File: config.mk
export PLATFORM = sky130hd
export DESIGN_NAME = wash_phase_scheduler_flat
export DESIGN_NICKNAME = d
export VERILOG_FILES = /design/src/rtl/wash_pkg.sv /design/src/rtl/wash_phase_scheduler_if.sv /design/src/rtl/wash_phase_scheduler_prescaler.sv /design/src/rtl/wash_phase_scheduler.sv /design/src/flat_wrapper.sv
export SDC_FILE = /design/constraint.sdc
export NUM_CORES = 1
export LEC_CHECK = 0
export ABC_AREA = 1
export BUFFER_PORTS_ARGS = -buffer_cell sky130_fd_sc_hd__buf_4
export CORE_AREA = 8 8 73 123
export CTS_CLUSTER_SIZE = 10
export DETAILED_ROUTE_END_ITERATION = 8
export DIE_AREA = 0 0 81 131
export PLACE_DENSITY = 0.42
export SYNTH_ARGS = -nofsm -noshare
export SYNTH_HDL_FRONTEND = slang
export SYNTH_SLANG_ARGS = --single-unit
File: constraint.sdc
create_clock -name clock -period 3.1 [get_ports clock]
set_clock_uncertainty 0.05 [all_clocks]
set_input_delay 0.465 -clock clock [delete_from_list [all_inputs] [get_ports clock]]
set_output_delay 0.465 -clock clock [all_outputs]
set_load 0.05 [all_outputs]
File: src/rtl/wash_pkg.sv
// Shared phase codes, scheduler state encoding and load-value lookup for the
// washing-machine phase scheduler.
package wash_pkg;

  localparam logic [2:0] PH_IDLE  = 3'd0;
  localparam logic [2:0] PH_FILL  = 3'd1;
  localparam logic [2:0] PH_HEAT  = 3'd2;
  localparam logic [2:0] PH_WASH  = 3'd3;
  localparam logic [2:0] PH_RINSE = 3'd4;
  localparam logic [2:0] PH_SPIN  = 3'd5;
  localparam logic [2:0] PH_FAULT = 3'd6;

  typedef enum logic [2:0] {
    SCH_IDLE    = 3'd0,
    SCH_RUN     = 3'd1,
    SCH_PAUSED  = 3'd2,
    SCH_DONE    = 3'd3,
    SCH_EXPIRED = 3'd4
  } sched_state_e;

  // Ticks to load on entry to a phase; IDLE, FAULT and the reserved code load 0.
  function automatic int unsigned phase_load(
    input logic [2:0]  code,
    input int unsigned wash_ticks,
    input int unsigned rinse_ticks,
    input int unsigned spin_ticks,
    input int unsigned fill_limit,
    input int unsigned heat_limit
  );
    int unsigned load_s;
    case (code)
      PH_FILL:  load_s = fill_limit;
      PH_HEAT:  load_s = heat_limit;
      PH_WASH:  load_s = wash_ticks;
      PH_RINSE: load_s = rinse_ticks;
      PH_SPIN:  load_s = spin_ticks;
      default:  load_s = 32'd0;
    endcase
    return load_s;
  endfunction

  function automatic logic is_run_phase(input logic [2:0] code);
    return (code >= PH_FILL) && (code <= PH_SPIN);
  endfunction

  function automatic logic is_watchdog_phase(input logic [2:0] code);
    return (code == PH_FILL) || (code == PH_HEAT);
  endfunction

endpackage

File: src/rtl/wash_phase_scheduler_if.sv
// Controller-facing signal bundle of the phase scheduler: phase code and
// sensors towards the scheduler, completion/timeout status back.
interface wash_phase_scheduler_if #(
  parameter int CNT_W = 8
) ();
  logic [2:0]       state;
  logic             sig_Lid_Closed;
  logic             sig_Full;
  logic             sig_Temperature;
  logic             sig_Completed;
  logic             sig_Time_Out;
  logic [CNT_W-1:0] remaining;
  logic             phase_active;

  modport master (
    output state, sig_Lid_Closed, sig_Full, sig_Temperature,
    input  sig_Completed, sig_Time_Out, remaining, phase_active
  );

  modport slave (
    input  state, sig_Lid_Closed, sig_Full, sig_Temperature,
    output sig_Completed, sig_Time_Out, remaining, phase_active
  );
endinterface

File: src/rtl/wash_phase_scheduler_prescaler.sv
// Divides the clock into phase ticks; counts only while enabled and can be
// cleared to restart the tick period.
module tick_prescaler #(
  parameter int TICK_DIV = 1000
) (
  input  logic clock,
  input  logic reset_n,
  input  logic enable,
  input  logic clear,
  output logic tick
);
  localparam int PW = (TICK_DIV > 2) ? $clog2(TICK_DIV) : 1;
  localparam logic [PW-1:0] LAST = PW'(TICK_DIV - 1);

  logic [PW-1:0] count_r;

  generate
    if (TICK_DIV < 2) begin : g_bad_div
      $error("tick_prescaler: TICK_DIV must be at least 2");
    end
  endgenerate

  assign tick = enable && (count_r == LAST);

  // Prescaler count: clear wins, wraps on tick, holds while disabled.
  always_ff @(posedge clock or negedge reset_n) begin
    if (!reset_n) begin
      count_r <= '0;
    end else if (clear) begin
      count_r <= '0;
    end else if (tick) begin
      count_r <= '0;
    end else if (enable) begin
      count_r <= count_r + PW'(1);
    end else begin
      count_r <= count_r;
    end
  end
endmodule

File: src/rtl/wash_phase_scheduler.sv
// Phase timer/watchdog for the washing-machine controller: counts down timed
// phases (pausing on open lid) and guards fill/heat phases with a timeout.
module wash_phase_scheduler
  import wash_pkg::*;
#(
  parameter int CNT_W       = 8,
  parameter int TICK_DIV    = 1000,
  parameter int WASH_TICKS  = 120,
  parameter int RINSE_TICKS = 60,
  parameter int SPIN_TICKS  = 40,
  parameter int FILL_LIMIT  = 30,
  parameter int HEAT_LIMIT  = 50
) (
  input  logic                  clock,
  input  logic                  reset_n,
  wash_phase_scheduler_if.slave bus
);
  localparam int CNT_MAX = (1 << CNT_W) - 1;

  generate
    if ((WASH_TICKS > CNT_MAX) || (RINSE_TICKS > CNT_MAX) || (SPIN_TICKS > CNT_MAX) ||
        (FILL_LIMIT > CNT_MAX) || (HEAT_LIMIT > CNT_MAX) ||
        (WASH_TICKS < 0) || (RINSE_TICKS < 0) || (SPIN_TICKS < 0) ||
        (FILL_LIMIT < 0) || (HEAT_LIMIT < 0)) begin : g_bad_ticks
      $error("wash_phase_scheduler: phase durations do not fit in CNT_W");
    end
  endgenerate

  logic [2:0]       state_q_r;
  sched_state_e     fsm_r;
  sched_state_e     fsm_next_s;
  logic [CNT_W-1:0] cnt_r;
  logic [CNT_W-1:0] cnt_next_s;
  logic [CNT_W-1:0] load_s;
  logic             completed_r;
  logic             completed_next_s;
  logic             time_out_r;
  logic             time_out_next_s;
  logic             active_r;
  logic             active_next_s;
  logic             change_s;
  logic             presc_en_s;
  logic             tick_s;
  logic             cond_s;
  logic             last_s;

  assign change_s   = (bus.state != state_q_r);
  assign presc_en_s = (fsm_r == SCH_RUN) && !change_s;
  assign load_s     = CNT_W'(phase_load(bus.state, WASH_TICKS, RINSE_TICKS, SPIN_TICKS,
                                        FILL_LIMIT, HEAT_LIMIT));
  // A tick with one (or zero) ticks left ends the phase.
  assign last_s     = (cnt_r <= CNT_W'(1));

  tick_prescaler #(
    .TICK_DIV (TICK_DIV)
  ) u_tick_prescaler (
    .clock   (clock),
    .reset_n (reset_n),
    .enable  (presc_en_s),
    .clear   (change_s),
    .tick    (tick_s)
  );

  // Watchdog release condition for the phase currently being timed.
  always_comb begin
    if (state_q_r == PH_FILL) begin
      cond_s = bus.sig_Full;
    end else if (state_q_r == PH_HEAT) begin
      cond_s = bus.sig_Temperature;
    end else begin
      cond_s = 1'b0;
    end
  end

  // Next-state and next-output logic of the scheduler FSM.
  always_comb begin
    fsm_next_s       = fsm_r;
    cnt_next_s       = cnt_r;
    completed_next_s = 1'b0;
    time_out_next_s  = time_out_r;
    if (change_s) begin
      fsm_next_s      = is_run_phase(bus.state) ? SCH_RUN : SCH_IDLE;
      cnt_next_s      = load_s;
      time_out_next_s = 1'b0;
    end else begin
      case (fsm_r)
        SCH_RUN: begin
          if (is_watchdog_phase(state_q_r)) begin
            if (cond_s) begin
              fsm_next_s = SCH_DONE;
            end else if (tick_s && last_s) begin
              fsm_next_s      = SCH_EXPIRED;
              cnt_next_s      = '0;
              time_out_next_s = 1'b1;
            end else if (tick_s) begin
              cnt_next_s = cnt_r - CNT_W'(1);
            end else begin
              cnt_next_s = cnt_r;
            end
          end else begin
            if (tick_s && last_s) begin
              fsm_next_s       = SCH_DONE;
              cnt_next_s       = '0;
              completed_next_s = 1'b1;
            end else begin
              cnt_next_s = tick_s ? (cnt_r - CNT_W'(1)) : cnt_r;
              fsm_next_s = bus.sig_Lid_Closed ? SCH_RUN : SCH_PAUSED;
            end
          end
        end
        SCH_PAUSED: begin
          if (bus.sig_Lid_Closed) begin
            fsm_next_s = SCH_RUN;
          end else begin
            fsm_next_s = SCH_PAUSED;
          end
        end
        default: begin
          fsm_next_s = fsm_r;
        end
      endcase
    end
    active_next_s = (fsm_next_s == SCH_RUN) || (fsm_next_s == SCH_PAUSED);
  end

  // State and registered-output update.
  always_ff @(posedge clock or negedge reset_n) begin
    if (!reset_n) begin
      state_q_r   <= PH_IDLE;
      fsm_r       <= SCH_IDLE;
      cnt_r       <= '0;
      completed_r <= 1'b0;
      time_out_r  <= 1'b0;
      active_r    <= 1'b0;
    end else begin
      state_q_r   <= bus.state;
      fsm_r       <= fsm_next_s;
      cnt_r       <= cnt_next_s;
      completed_r <= completed_next_s;
      time_out_r  <= time_out_next_s;
      active_r    <= active_next_s;
    end
  end

  assign bus.sig_Completed = completed_r;
  assign bus.sig_Time_Out  = time_out_r;
  assign bus.remaining     = cnt_r;
  assign bus.phase_active  = active_r;
endmodule

File: src/flat_wrapper.sv
// flat-port wrapper written by rule: the top's interface ports become plain ports
module wash_phase_scheduler_flat import wash_pkg::*;
#(
  parameter int CNT_W       = 8,
  parameter int TICK_DIV    = 1000,
  parameter int WASH_TICKS  = 120,
  parameter int RINSE_TICKS = 60,
  parameter int SPIN_TICKS  = 40,
  parameter int FILL_LIMIT  = 30,
  parameter int HEAT_LIMIT  = 50
)
  (clock, reset_n, bus_state, bus_sig_Lid_Closed, bus_sig_Full, bus_sig_Temperature, bus_sig_Completed, bus_sig_Time_Out, bus_remaining, bus_phase_active);
  wash_phase_scheduler_if #(.CNT_W(CNT_W)) bus_i ();
  input  logic clock;
  input  logic reset_n;
  input wire logic [$bits(bus_i.state)-1:0] bus_state;
  input wire logic [$bits(bus_i.sig_Lid_Closed)-1:0] bus_sig_Lid_Closed;
  input wire logic [$bits(bus_i.sig_Full)-1:0] bus_sig_Full;
  input wire logic [$bits(bus_i.sig_Temperature)-1:0] bus_sig_Temperature;
  output wire logic [$bits(bus_i.sig_Completed)-1:0] bus_sig_Completed;
  output wire logic [$bits(bus_i.sig_Time_Out)-1:0] bus_sig_Time_Out;
  output wire logic [$bits(bus_i.remaining)-1:0] bus_remaining;
  output wire logic [$bits(bus_i.phase_active)-1:0] bus_phase_active;
  assign bus_i.state = bus_state;
  assign bus_i.sig_Lid_Closed = bus_sig_Lid_Closed;
  assign bus_i.sig_Full = bus_sig_Full;
  assign bus_i.sig_Temperature = bus_sig_Temperature;
  assign bus_sig_Completed = bus_i.sig_Completed;
  assign bus_sig_Time_Out = bus_i.sig_Time_Out;
  assign bus_remaining = bus_i.remaining;
  assign bus_phase_active = bus_i.phase_active;
  wash_phase_scheduler #(.CNT_W(CNT_W), .TICK_DIV(TICK_DIV), .WASH_TICKS(WASH_TICKS), .RINSE_TICKS(RINSE_TICKS), .SPIN_TICKS(SPIN_TICKS), .FILL_LIMIT(FILL_LIMIT), .HEAT_LIMIT(HEAT_LIMIT)) u_core (.clock(clock), .reset_n(reset_n), .bus(bus_i));
endmodule
==> metrics.md, run 1 <==
| Metric | Value |
|---|---|
| Status | `completed` |
| Post-synth EDFFs | `0` |
| Critical Path End | `u_core.bus.phase_active` |
| Clock insertion delay at the later pin of the skew report | `270 ps` |
| Worst path most repeated cell | `nand2_1` |
| Hold Path Class | `input port to asynchronous set/reset pin` |
| Critical path class | `flip-flop to flip-flop` |
| Final setup viols | `0` |
| First-pass GRT wire length | `7690 µm` |
| Final std cells w/o fill | `345` |
| Largest net degree at the start of global routing | `28` |
| Top cells by area, synth | `dfrtp_1 38%, nand2_1 12%, inv_1 6.4%, nor2_1 5.3%, ha_1 4.3%` |
| Core area | `0.00736 mm²` |
| Final Hold Vio Count | `0` |
| Post-Synthesis Cells | `237` |
| WL per Instance | `13.3 µm` |
| Final core occ | `28.1%` |
| Layout cells sized above 1 | `17.5%` |
| Syn-to-layout area delta | `17.1%` |
| Max-slew violations | `0` |
| Die Wd | `81 µm` |
| Cts bufs inserted | `3` |
| Routed vias | `1,536` |
| Fill count | `834` |
| Worst-Margin Slew | `352 ps` |
| DRT iter0 DRCs | `38` |
| Die footprint | `0.0106 mm²` |
| Syn avg cell area | `7.45 µm²` |
| CP peak stage delay | `400 ps` |
| Ys async rst share | `100%` |
| Worst EP arrival | `2060 ps` |
| Post-synthesis sequential area ratio | `38.3%` |
| Setup TNS | `0 ps` |
| R2R setup slack | `1140 ps` |
| Max FO, Critical Path | `5` |
| Clk slew on worst S/H paths | `70 ps` |
| Vias in the first global route | `1,661` |
| Vias per cell | `4.45` |
| Crit path time final | `1960 ps` |
| Ports | `19` |
| Area of the multi-input gates | `933 µm²` |
| Fin crit share | `63.2%` |
| Final ANT Viol Nets | `0` |
| Worst path required time | `3200 ps` |
| Max-cap violations | `0` |
| Ys Warns | `0` |
| Ant diodes | `0` |
| Cells along the critical path | `inv_1 > ha_1 > inv_1 > nand2_1 > nand2_1 > nor2_1 > inv_1 > nor2_1 > nand2_2 > nand2_1 > nand2_1 > nand2_1 > nand2_1 > nand4_1 > nand2_1` |
| PD cells | `457 mW/mm²` |
| Relative max-transition margin | `76.5%` |
| All-Layer GR Usage | `9.51%` |
| Lkg Pwr | `1.03 nW` |
| FF/Latch Area | `676 µm²` |
| # nets final | `272` |
| Clock sink count | `27` |
| Setup bufs post-CTS | `0` |
| Yosys top cell area share | `38.3%` |
| Bufs on Longest Clock Path | `2` |
| First drt pass iteration count | `4` |
| Cell area after synthesis | `0.00177 mm²` |
| RSZ-0062 raised after global routing | `no` |
| Grt total ovfl | `0` |
| Yosys top cell by area | `dfrtp_1` |
| Hold buffers post-CTS | `0` |
| Critical path's slowest cell | `dfrtp_1` |
| Drt total wl | `4580 µm` |
| Reg2reg path depth | `15` |
| Port Buffer Count | `18` |
| CP Launch Point | `u_core.bus.remaining[0]` |
| Crit start category | `flip-flop` |
| Worst reg2reg endpoint | `u_core.bus.phase_active` |
| TritonCTS clock tree | `yes` |
| Unique cell type count in the Yosys netlist | `34` |
| Antenna violations before repair | `0` |
| Row cnt | `42` |
| Die Y | `131 µm` |
| Top_reg_cell synth | `dfrtp_1` |
| Post-CTS resize count | `0` |
| Initial Utilization | `24.0%` |
| Yosys reg bits | `27` |
| PnR Total Power | `0.000945 W` |
| FMAX | `510 MHz` |
| Mapped Nets | `251` |
| Critical Path Sink Type | `flip-flop` |
| Routability cong. | `0.788` |
| H-Tree Level Count | `1` |
| Root Buffer | `clkbuf_16` |
| Max IR drop VDD | `0.222 mV` |
| Placed cell count | `341` |
| HPWL after detailed placement | `3680 µm` |
| R2r startpoint | `u_core.bus.remaining[0]` |
| Final hold slack | `49.0 ps` |
| DRC | `0` |
[power by group]
part	internal [W]	switching (W)	total, W
registers	0.000371	0.0000255	0.000397
logic	0.0000781	0.000165	0.000243
clock network	0.000177	0.000128	0.000305
total	0.000626	0.000319	0.000945
[per-layer routing]
layer	part of all wire, %	routed length (µm)	up-vias	global-route usage (%)
li1	-	-	800	-
met1	38	1740	715	8.99
met2	59	2680	17	18.9
met3	1.7	80	4	1.23
met4	1.8	81	0	4.66
met5	0	0	-	0
[critical path, delay by kind of cell (launching register included)]
| family | cells | cell delay (ps) |
|---|---|---|
| adders and majority gates | 1 | 220 |
| buffers and inverters | 3 | 240 |
| and+or+nand+nor | 11 | 920 |
| DFF | 1 | 400 |
[kinds of logic (layout without fill, tap and decap cells)]
| group | after synthesis | in the layout | share of synthesized area, % |
|---|---|---|---|
| flip-flops | 27 | 27 | 38.3 |
| AND/OR/NAND/NOR | 126 | 126 | 34.1 |
| buffers and inverters | 37 | 57 | 8.86 |
| XOR/XNOR | 7 | 7 | 3.47 |
| multiplexers | 1 | 1 | 0.567 |
| adder cells (fa/ha/maj) | 6 | 6 | 4.25 |
| AO/OA/AOI/OAI | 33 | 33 | 10.5 |
[flip-flops by register name (all words and copies together) (netlist names)]
signal                           flops
u_core.bus.sig_Completed             1
u_core.fsm_r                         3
u_core.bus.phase_active              1
u_core.bus.sig_Time_Out              1
u_core.bus.remaining                 8
u_core.state_q_r                     3
u_core.u_tick_prescaler.count_r     10
[cell usage in the layout (no fill, tap or decap), types with 3 or more instances in the layout]
cell	synthesis	routed
nand2_1	58	58
xor2_1	5	5
nand3_1	14	14
nand4_1	5	5
clkbuf_16	0	3
o21ai_0	11	11
inv_2	4	4
ha_1	6	6
nor2_1	25	25
nand3_2	3	3
dfrtp_1	27	27
nor3_1	4	4
a21oi_1	11	11
nor2_2	4	4
inv_1	30	30
nand2_2	4	4
buf_4	0	18
[per-stage QoR]
step	setup WS, ps	area (µm²)
6_report	1140	2070
4_1_cts	1140	2070
5_1_grt	906	2070
2_1_floorplan	1100	1770
3_3_place_gp	930	1990
3_5_place_dp	963	1990
[how the worst min path moves through the flow]
stage                     startpoint                                 end  cells after the start
final                        reset_n  u_core.u_tick_prescaler.count_r[7]                      1
after global routing         reset_n  u_core.u_tick_prescaler.count_r[8]                      1
after CTS                    reset_n  u_core.u_tick_prescaler.count_r[7]                      1
after detailed placement     reset_n  u_core.u_tick_prescaler.count_r[7]                      1
after global placement       reset_n  u_core.u_tick_prescaler.count_r[7]                      1
after floorplan              reset_n             u_core.bus.phase_active                      0
[cell usage after synthesis, types with 5 or more instances]
library cell,number
nand3_1,14
nor2_1,25
nand4_1,5
o21ai_0,11
dfrtp_1,27
inv_1,30
ha_1,6
nand2_1,58
a21oi_1,11
xor2_1,5
[area by class of cell]
class                           count  area share, %
Timing Repair Buffer               18           6.54
Clock buffer                        4           3.81
Inverter                           35           6.48
Sequential cell                    27           32.7
Multi-Input combinational cell    173           45.2
Tap cell                           88           5.33
No activity file was read; power rests on OpenSTA's default activity.
==> run 2, diff against run 1 <==
--- a/config.mk
+++ b/config.mk
@@ -5,13 +5,13 @@
 export SDC_FILE = /design/constraint.sdc
 export NUM_CORES = 1
 export LEC_CHECK = 0
-export ABC_AREA = 1
+export ABC_AREA = 0
 export BUFFER_PORTS_ARGS = -buffer_cell sky130_fd_sc_hd__buf_4
-export CORE_AREA = 8 8 73 123
+export CORE_AREA = 8 8 71 119
 export CTS_CLUSTER_SIZE = 10
 export DETAILED_ROUTE_END_ITERATION = 8
-export DIE_AREA = 0 0 81 131
-export PLACE_DENSITY = 0.42
+export DIE_AREA = 0 0 79 127
+export PLACE_DENSITY = 0.43
 export SYNTH_ARGS = -nofsm -noshare
 export SYNTH_HDL_FRONTEND = slang
 export SYNTH_SLANG_ARGS = --single-unit
==> constraint.sdc (replaced) <==
create_clock -name clock -period 1.8 [get_ports clock]
set_clock_uncertainty 0.05 [all_clocks]
set_input_delay 0.27 -clock clock [delete_from_list [all_inputs] [get_ports clock]]
set_output_delay 0.27 -clock clock [all_outputs]
set_load 0.05 [all_outputs]
==> metrics.md, run 2 <==
| Metric | Value |
|---|---|
| Status | `finished with violations (was completed)` |
| Failing checks | `setup timing` |
| Net Sw Frac | `34.3% (was 33.8%)` |
| DRC | `0 (unchanged)` |
| Grt total ovfl | `0 (unchanged)` |
| Critical path's slowest cell | `or4_4 (was dfrtp_1)` |
| Core area | `0.00681 mm² (was 0.00736 mm²)` |
| Clock insertion delay at the later pin of the skew report | `270 ps (about the same)` |
| All-Layer GR Usage | `10.2% (was 9.51%)` |
| HPWL after detailed placement | `3680 µm (about the same)` |
| Largest register FFs | `10 (unchanged)` |
| Relative max-transition margin | `69.9% (was 76.5%)` |
| Ys async rst share | `100% (unchanged)` |
| Final setup viols | `13 (was 0)` |
| Yosys top cell area share | `41.1% (was 38.3%)` |
| Max FO, Critical Path | `6 (was 5)` |
| RSZ-0062 raised after global routing | `yes (was no)` |
| Share of total power in combinational logic | `34.7% (was 25.8%)` |
| Final Hold Vio Count | `0 (unchanged)` |
| Switching power | `0.000634 W (was 0.000319 W)` |
| Ant diodes | `0 (unchanged)` |
| Lkg Pwr | `1.04 nW (was 1.03 nW)` |
| Initial Utilization | `24.1% (was 24.0%)` |
| Row cnt | `40 (was 42)` |
| Cells along the critical path | `or4_4 > nor4_4 > buf_4 > nand3_2 > o2bb2ai_2 > xnor2_1 > a31o_1 (was inv_1 > ha_1 > inv_1 > nand2_1 > nand2_1 > nor2_1 > inv_1 > nor2_1 > nand2_2 > nand2_1 > nand2_1 > nand2_1 > nand2_1 > nand4_1 > nand2_1)` |
| Root Buffer | `clkbuf_16 (unchanged)` |
| Ys Warns | `0 (unchanged)` |
| Final core occ | `35.1% (was 28.1%)` |
| TritonCTS clock tree | `yes (unchanged)` |
| Sequential share of power | `36.4% (was 42.0%)` |
| First drt pass iteration count | `4 (unchanged)` |
| Mapped Nets | `199 (was 251)` |
| # nets final | `261 (was 272)` |
| P_int | `0.00122 W (was 0.000626 W)` |
| Drt total wl | `4820 µm (was 4580 µm)` |
| Top cells by area, synth | `dfrtp_1 41%, o21ai_0 6.4%, nor2_1 4.8%, ha_1 4.6%, xnor2_1 4.3% (was dfrtp_1 38%, nand2_1 12%, inv_1 6.4%, nor2_1 5.3%, ha_1 4.3%)` |
| Top_reg_cell synth | `dfrtp_1 (unchanged)` |
| H-Tree Level Count | `1 (unchanged)` |
| Unique cell type count in the Yosys netlist | `45 (was 34)` |
| Post-synthesis sequential area ratio | `41.1% (was 38.3%)` |
| Vias per cell | `4.88 (was 4.45)` |
| Routed vias | `1,610 (was 1,536)` |
| Die Y | `127 µm (was 131 µm)` |
| Area of the multi-input gates | `990 µm² (was 933 µm²)` |
| Bufs and invs on worst path | `1 (was 3)` |
| Yosys reg bits | `27 (unchanged)` |
| Max-slew violations | `0 (unchanged)` |
| Die footprint | `0.0100 mm² (was 0.0106 mm²)` |
| Most numerous cell in the Yosys netlist | `dfrtp_1 (was nand2_1)` |
| Placed cell count | `320 (was 341)` |
| Hold Path Class | `input port to flip-flop (was input port to asynchronous set/reset pin)` |
| Critical Path Sink Type | `flip-flop (unchanged)` |
| Worst-Margin Slew | `450 ps (was 352 ps)` |
| Crit path time final | `1970 ps (was 1960 ps)` |
| Register with the most flip-flops | `u_core.u_tick_prescaler.count_r (unchanged)` |
| Max IR drop VDD | `0.293 mV (was 0.222 mV)` |
| Layout cells sized above 1 | `39.0% (was 17.5%)` |
| Fin crit share | `110% (was 63.2%)` |
| Worst path required time | `1910 ps (was 3200 ps)` |
| Cell area after synthesis | `0.00164 mm² (was 0.00177 mm²)` |
| FF/Latch Area | `683 µm² (was 676 µm²)` |
| CP peak stage delay | `560 ps (was 400 ps)` |
| First-pass GRT wire length | `8080 µm (was 7690 µm)` |
| Worst EP arrival | `2080 ps (was 2060 ps)` |
| Die Wd | `79 µm (was 81 µm)` |
| Syn avg cell area | `8.88 µm² (was 7.45 µm²)` |
| Most frequent cells in the layout | `57 x buf_4, 21 x dfrtp_1, 16 x nor2_1, 15 x nand2_1, 11 x o21ai_0 (was 58 x nand2_1, 30 x inv_1, 27 x dfrtp_1, 25 x nor2_1, 18 x buf_4)` |
| Cell family with most CP delay | `simple AND/OR/NAND/NOR gates (unchanged)` |
| Cts bufs inserted | `3 (unchanged)` |
| Final std cells w/o fill | `330 (was 345)` |
| Bufs on Longest Clock Path | `2 (unchanged)` |
| Syn-to-layout area delta | `45.3% (was 17.1%)` |
| Top cells by count, synth | `27 x dfrtp_1, 21 x nor2_1, 21 x o21ai_0 (was 58 x nand2_1, 30 x inv_1, 27 x dfrtp_1)` |
| FMAX | `507 MHz (was 510 MHz)` |
| Worst setup margin | `-171 ps (was 1140 ps)` |
| Final ANT Viol Nets | `0 (unchanged)` |
| Antenna violations before repair | `0 (unchanged)` |
| WL per Instance | `14.6 µm (was 13.3 µm)` |
| Crit start category | `flip-flop (unchanged)` |
| Setup TNS | `-983 ps (was 0 ps)` |
| Port Buffer Count | `18 (unchanged)` |
| PD cells | `775 mW/mm² (was 457 mW/mm²)` |
| Fill count | `766 (was 834)` |
| Critical path class | `flip-flop to flip-flop (unchanged)` |
| Clock power share | `28.9% (was 32.3%)` |
| Yosys top cell by area | `dfrtp_1 (unchanged)` |
| Max-cap violations | `0 (unchanged)` |
| Post-synth EDFFs | `0 (unchanged)` |
| Routability cong. | `0.818 (was 0.788)` |
| Post-Synthesis Cells | `185 (was 237)` |
| Clk slew on worst S/H paths | `70 ps (about the same)` |
| Ports | `19 (unchanged)` |
| Largest net degree at the start of global routing | `28 (unchanged)` |
| Clock sink count | `27 (unchanged)` |
| Vias in the first global route | `1,660 (was 1,661)` |
| DRT iter0 DRCs | `54 (was 38)` |
| Commonest non-fill, non-tap cell in the layout | `buf_4 (was nand2_1)` |
[run 2: changes by cell type in the layout (fill, tap and decap cells not counted), moves of 8 or more]
cell     delta
nand2_1    -43
nand3_1    -10
buf_4      +39
nor2_1      -9
o21ai_1     +8
inv_1      -23
[run 2: metrics by stage]
step	setup slack (ps)	hold WS (ps)	area, µm²	total power, W
finish	-171	122	2390	0.00185
global route	-258	125	2390	0.00195
detailed placement	-232	170	2180	0.00129
global placement	-179	179	2180	0.00129
CTS	-175	119	2290	0.00186
floorplan	-283	-75.6	1660	0.00103
[run 2: cells by family after synthesis]
| family | after synthesis | synth area share, % |
|---|---|---|
| AOI/OAI and AO/OA | 55 | 20.7 |
| xor gates and xnor gates | 9 | 4.80 |
| adders and majority gates | 6 | 4.57 |
| buffers and inverters | 12 | 3.43 |
| DFF | 27 | 41.1 |
| muxes | 1 | 0.609 |
| and+or+nand+nor | 75 | 24.8 |
[run 2: repair_timing]
item,in CTS,in global routing
hold buffers,1,0
buffers inserted,1,3
gates cloned,0,1
pin swaps,5,4
endpoints found under the hold margin,27,0
endpoints found under the setup margin,13,21
resized for setup,7,16
[run 2: worst paths after layout]
kind,startpoint,endpoint,slack (ps),depth (start not counted)
max in group asynchronous,reset_n,u_core.bus.remaining[3],990,2
setup / recovery,u_core.bus.remaining[3],u_core.bus.phase_active,-170,7
setup reg to reg,u_core.bus.remaining[3],u_core.bus.phase_active,-170,7
min in group asynchronous,reset_n,u_core.bus.sig_Completed,410,2
hold / removal,bus_state[0],u_core.state_q_r[0],120,1
hold reg to reg,u_core.u_tick_prescaler.count_r[9],u_core.u_tick_prescaler.count_r[9],450,1
[run 2: routing by layer]
layer  share of wire [%]  global-route usage, %  vias up
met5                   0                      0        -
met4                 4.4                   7.24        0
met3                 1.3                  0.772       11
met2                  56                   19.0       23
met1                  38                   10.2      773
li1                    -                      -      803
[run 2: final cells by class]
| type | count | area share [%] |
|---|---|---|
| timing repair buffer | 62 | 21.0 |
| clock inverter | 1 | 0.314 |
| clock buffer | 3 | 3.14 |
| inverter | 7 | 1.10 |
| tap | 84 | 4.40 |
| sequential | 27 | 28.6 |
| multi-input combinational | 146 | 41.5 |
[run 2: power groups by stage]
stage / sequential (W) / combinational, W / clock [W]
global placement: 0.000685 / 0.000603 / 0
global route: 0.000680 / 0.000699 / 0.000574
CTS: 0.000673 / 0.000622 / 0.000562
floorplan: 0.000806 / 0.000221 / 0
finish: 0.000673 / 0.000641 / 0.000535
detailed placement: 0.000685 / 0.000603 / 0
==> run 3, diff against run 2 <==
--- a/config.mk
+++ b/config.mk
@@ -12,6 +12,7 @@
 export DETAILED_ROUTE_END_ITERATION = 8
 export DIE_AREA = 0 0 79 127
 export PLACE_DENSITY = 0.43
+export SETUP_SLACK_MARGIN = 0.3
 export SYNTH_ARGS = -nofsm -noshare
 export SYNTH_HDL_FRONTEND = slang
 export SYNTH_SLANG_ARGS = --single-unit
==> metrics.md, run 3 (synthesis gave the netlist of run 2 again) <==
| Metric | Value |
|---|---|
| Commonest non-fill, non-tap cell in the layout | `buf_4 (unchanged)` |
| Worst Hold End | `u_core.state_q_r[2] (was u_core.state_q_r[0])` |
| Die Y | `127 µm (unchanged)` |
| Vias in the first global route | `1,744 (was 1,660)` |
| Crit path time final | `1970 ps (about the same)` |
| TritonCTS clock tree | `yes (unchanged)` |
| H-Tree Level Count | `1 (unchanged)` |
| Final Hold Vio Count | `0 (unchanged)` |
| Reg2reg path depth | `7 (unchanged)` |
| CP peak stage delay | `550 ps (was 560 ps)` |
| Hold Path Class | `input port to flip-flop (unchanged)` |
| Largest register FFs | `10 (unchanged)` |
| Register with the most flip-flops | `u_core.u_tick_prescaler.count_r (unchanged)` |
| Clk slew on worst S/H paths | `70 ps (about the same)` |
| Critical path class | `flip-flop to flip-flop (unchanged)` |
| Core area | `0.00681 mm² (unchanged)` |
| Final ANT Viol Nets | `0 (unchanged)` |
| Drt total wl | `5130 µm (was 4820 µm)` |
| Max-cap violations | `0 (unchanged)` |
| Status | `finished with violations (unchanged)` |
| Final setup viols | `13 (unchanged)` |
| DRT iter0 DRCs | `35 (was 54)` |
| Row cnt | `40 (unchanged)` |
| RSZ-0062 raised after global routing | `yes (unchanged)` |
| PnR Total Power | `0.00189 W (was 0.00185 W)` |
| Crit start category | `flip-flop (unchanged)` |
| Worst path required time | `1900 ps (was 1910 ps)` |
| Initial Utilization | `24.1% (unchanged)` |
| HPWL after detailed placement | `3810 µm (was 3680 µm)` |
| Most frequent cells in the layout | `57 x buf_4, 21 x dfrtp_1, 17 x nor2_1, 14 x nand2_1 (was 57 x buf_4, 21 x dfrtp_1, 16 x nor2_1, 15 x nand2_1, 11 x o21ai_0)` |
| First drt pass iteration count | `4 (unchanged)` |
| Worst setup margin | `-165 ps (was -171 ps)` |
| # nets final | `269 (was 261)` |
| Critical Path Sink Type | `flip-flop (unchanged)` |
| Fin crit share | `109% (was 110%)` |
| All-Layer GR Usage | `10.7% (was 10.2%)` |
| Hold_sp | `bus_state[2] (was bus_state[0])` |
| Clock insertion delay at the later pin of the skew report | `260 ps (was 270 ps)` |
| Max-slew violations | `0 (unchanged)` |
| Ant diodes | `0 (unchanged)` |
| Root Buffer | `clkbuf_16 (unchanged)` |
| Dpl ws | `-233 ps (was -232 ps)` |
| First-pass GRT wire length | `8630 µm (was 8080 µm)` |
| Die Wd | `79 µm (unchanged)` |
| Relative max-transition margin | `68.0% (was 69.9%)` |
| Die footprint | `0.0100 mm² (unchanged)` |
| Cts bufs inserted | `3 (unchanged)` |
| Worst reg2reg endpoint | `u_core.bus.phase_active (unchanged)` |
| Cells along the critical path | `or4_4 > nor4_4 > buf_6 > nand3_2 > o2bb2ai_2 > xnor2_1 > a31o_1 (was or4_4 > nor4_4 > buf_4 > nand3_2 > o2bb2ai_2 > xnor2_1 > a31o_1)` |
| DRC | `0 (unchanged)` |
| Fill count | `721 (was 766)` |
| Hold path cells | `1 (unchanged)` |
| Layout cells sized above 1 | `45.3% (was 39.0%)` |
| Failing checks | `setup timing (unchanged)` |
| FMAX | `509 MHz (was 507 MHz)` |
| R2R setup slack | `-170 ps (about the same)` |
| Routed vias | `1,612 (was 1,610)` |
| Largest net degree at the start of global routing | `28 (unchanged)` |
| WL per Instance | `15.2 µm (was 14.6 µm)` |
| Grt total ovfl | `0 (unchanged)` |
| Max IR drop VDD | `0.333 mV (was 0.293 mV)` |
| Bufs on Longest Clock Path | `2 (unchanged)` |
| Vias per cell | `4.77 (was 4.88)` |
| Lkg Pwr | `1.11 nW (was 1.04 nW)` |
| Max FO, Critical Path | `6 (unchanged)` |
| Antenna violations before repair | `0 (unchanged)` |
| R2r startpoint | `u_core.bus.remaining[5] (was u_core.bus.remaining[3])` |
| Clock sink count | `27 (unchanged)` |
| Routability cong. | `0.821 (was 0.818)` |
| Worst-Margin Slew | `476 ps (was 450 ps)` |
| Worst EP arrival | `2070 ps (was 2080 ps)` |
| PD cells | `739 mW/mm² (was 775 mW/mm²)` |
| Syn-to-layout area delta | `55.8% (was 45.3%)` |
| Ports | `19 (unchanged)` |
| Port Buffer Count | `18 (unchanged)` |
| Critical path's slowest cell | `or4_4 (unchanged)` |
## run 3: changes by cell type in the layout (fill, tap and decap cells not counted), moves of 2 or more
cell     previous run  this run
buf_6               1        10
a21oi_1             8         4
a31oi_4             0         2
nor2_2              5         3
a31oi_1             6         4
nor3_4              0         2
a21oi_2             4         7
## run 3: cell type report
class	instances	area, µm²	area share, %
clock buffer	4	78.8	3.08
inverter	7	26.3	1.03
multi-input combinational	146	1090	42.6
sequential	27	683	26.7
tap	84	105	4.11
timing repair buffer	70	576	22.5
## run 3: worst max-delay path: cells and delay by family, from the launching register on
kind / cells / cell delay, ps
and+or+nand+nor: 3 / 800
DFF: 1 / 400
AOI/OAI and AO/OA: 2 / 310
buffers and inverters: 1 / 170
xor gates and xnor gates: 1 / 120
## run 3: metal layers
layer / vias to the layer above / routed length (µm) / GRT usage (%) / share of wire, %
met1: 781 / 1960 / 10.7 / 38
met4: 0 / 97 / 4.28 / 1.9
li1: 809 / - / - / -
met2: 16 / 3000 / 21.3 / 59
met3: 6 / 71 / 1.05 / 1.4
met5: - / 0 / 0 / 0
## run 3: metrics by stage
step                area (µm²)  utilization (%)  cells  hold WS (ps)  setup TNS, ps
global route              2560             37.6    338           130          -2530
CTS                       2480             36.5    336           125           -844
detailed placement        2200             32.3    321           175          -1810
global placement          2200             32.3    321           180          -1500
floorplan                 1690                -    185         -75.6          -1820
finish                    2560             37.6    338           127          -1170
## run 3: where the power goes
group | internal, W | leakage [nW] | switching (W)
sequential | 0.000648 | 0.350 | 0.0000279
combinational | 0.000292 | 0.719 | 0.000400
clock | 0.000304 | 0.0382 | 0.000221
total | 0.00124 | 1.11 | 0.000649
## run 3: worst max-delay path by stage
stage | start | endpoint | slack, ps
floorplan | u_core.bus.remaining[2] | u_core.bus.phase_active | -280
global placement | u_core.bus.remaining[5] | u_core.bus.phase_active | -190
detailed placement | u_core.bus.remaining[5] | u_core.bus.phase_active | -230
CTS | u_core.bus.remaining[5] | u_core.bus.phase_active | -150
global route | u_core.bus.remaining[5] | u_core.bus.phase_active | -260
finish | u_core.bus.remaining[5] | u_core.bus.phase_active | -170
## run 3: timing repair
| action | in CTS | in global routing |
|---|---|---|
| hold endpoints to repair | 27 | 0 |
| pin swaps | 15 | 11 |
| gates resized for setup | 34 | 15 |
| cloned | 1 | 0 |
| hold buffers | 1 | 0 |
| setup buffers | 9 | 2 |
| endpoints found under the setup margin | 23 | 23 |
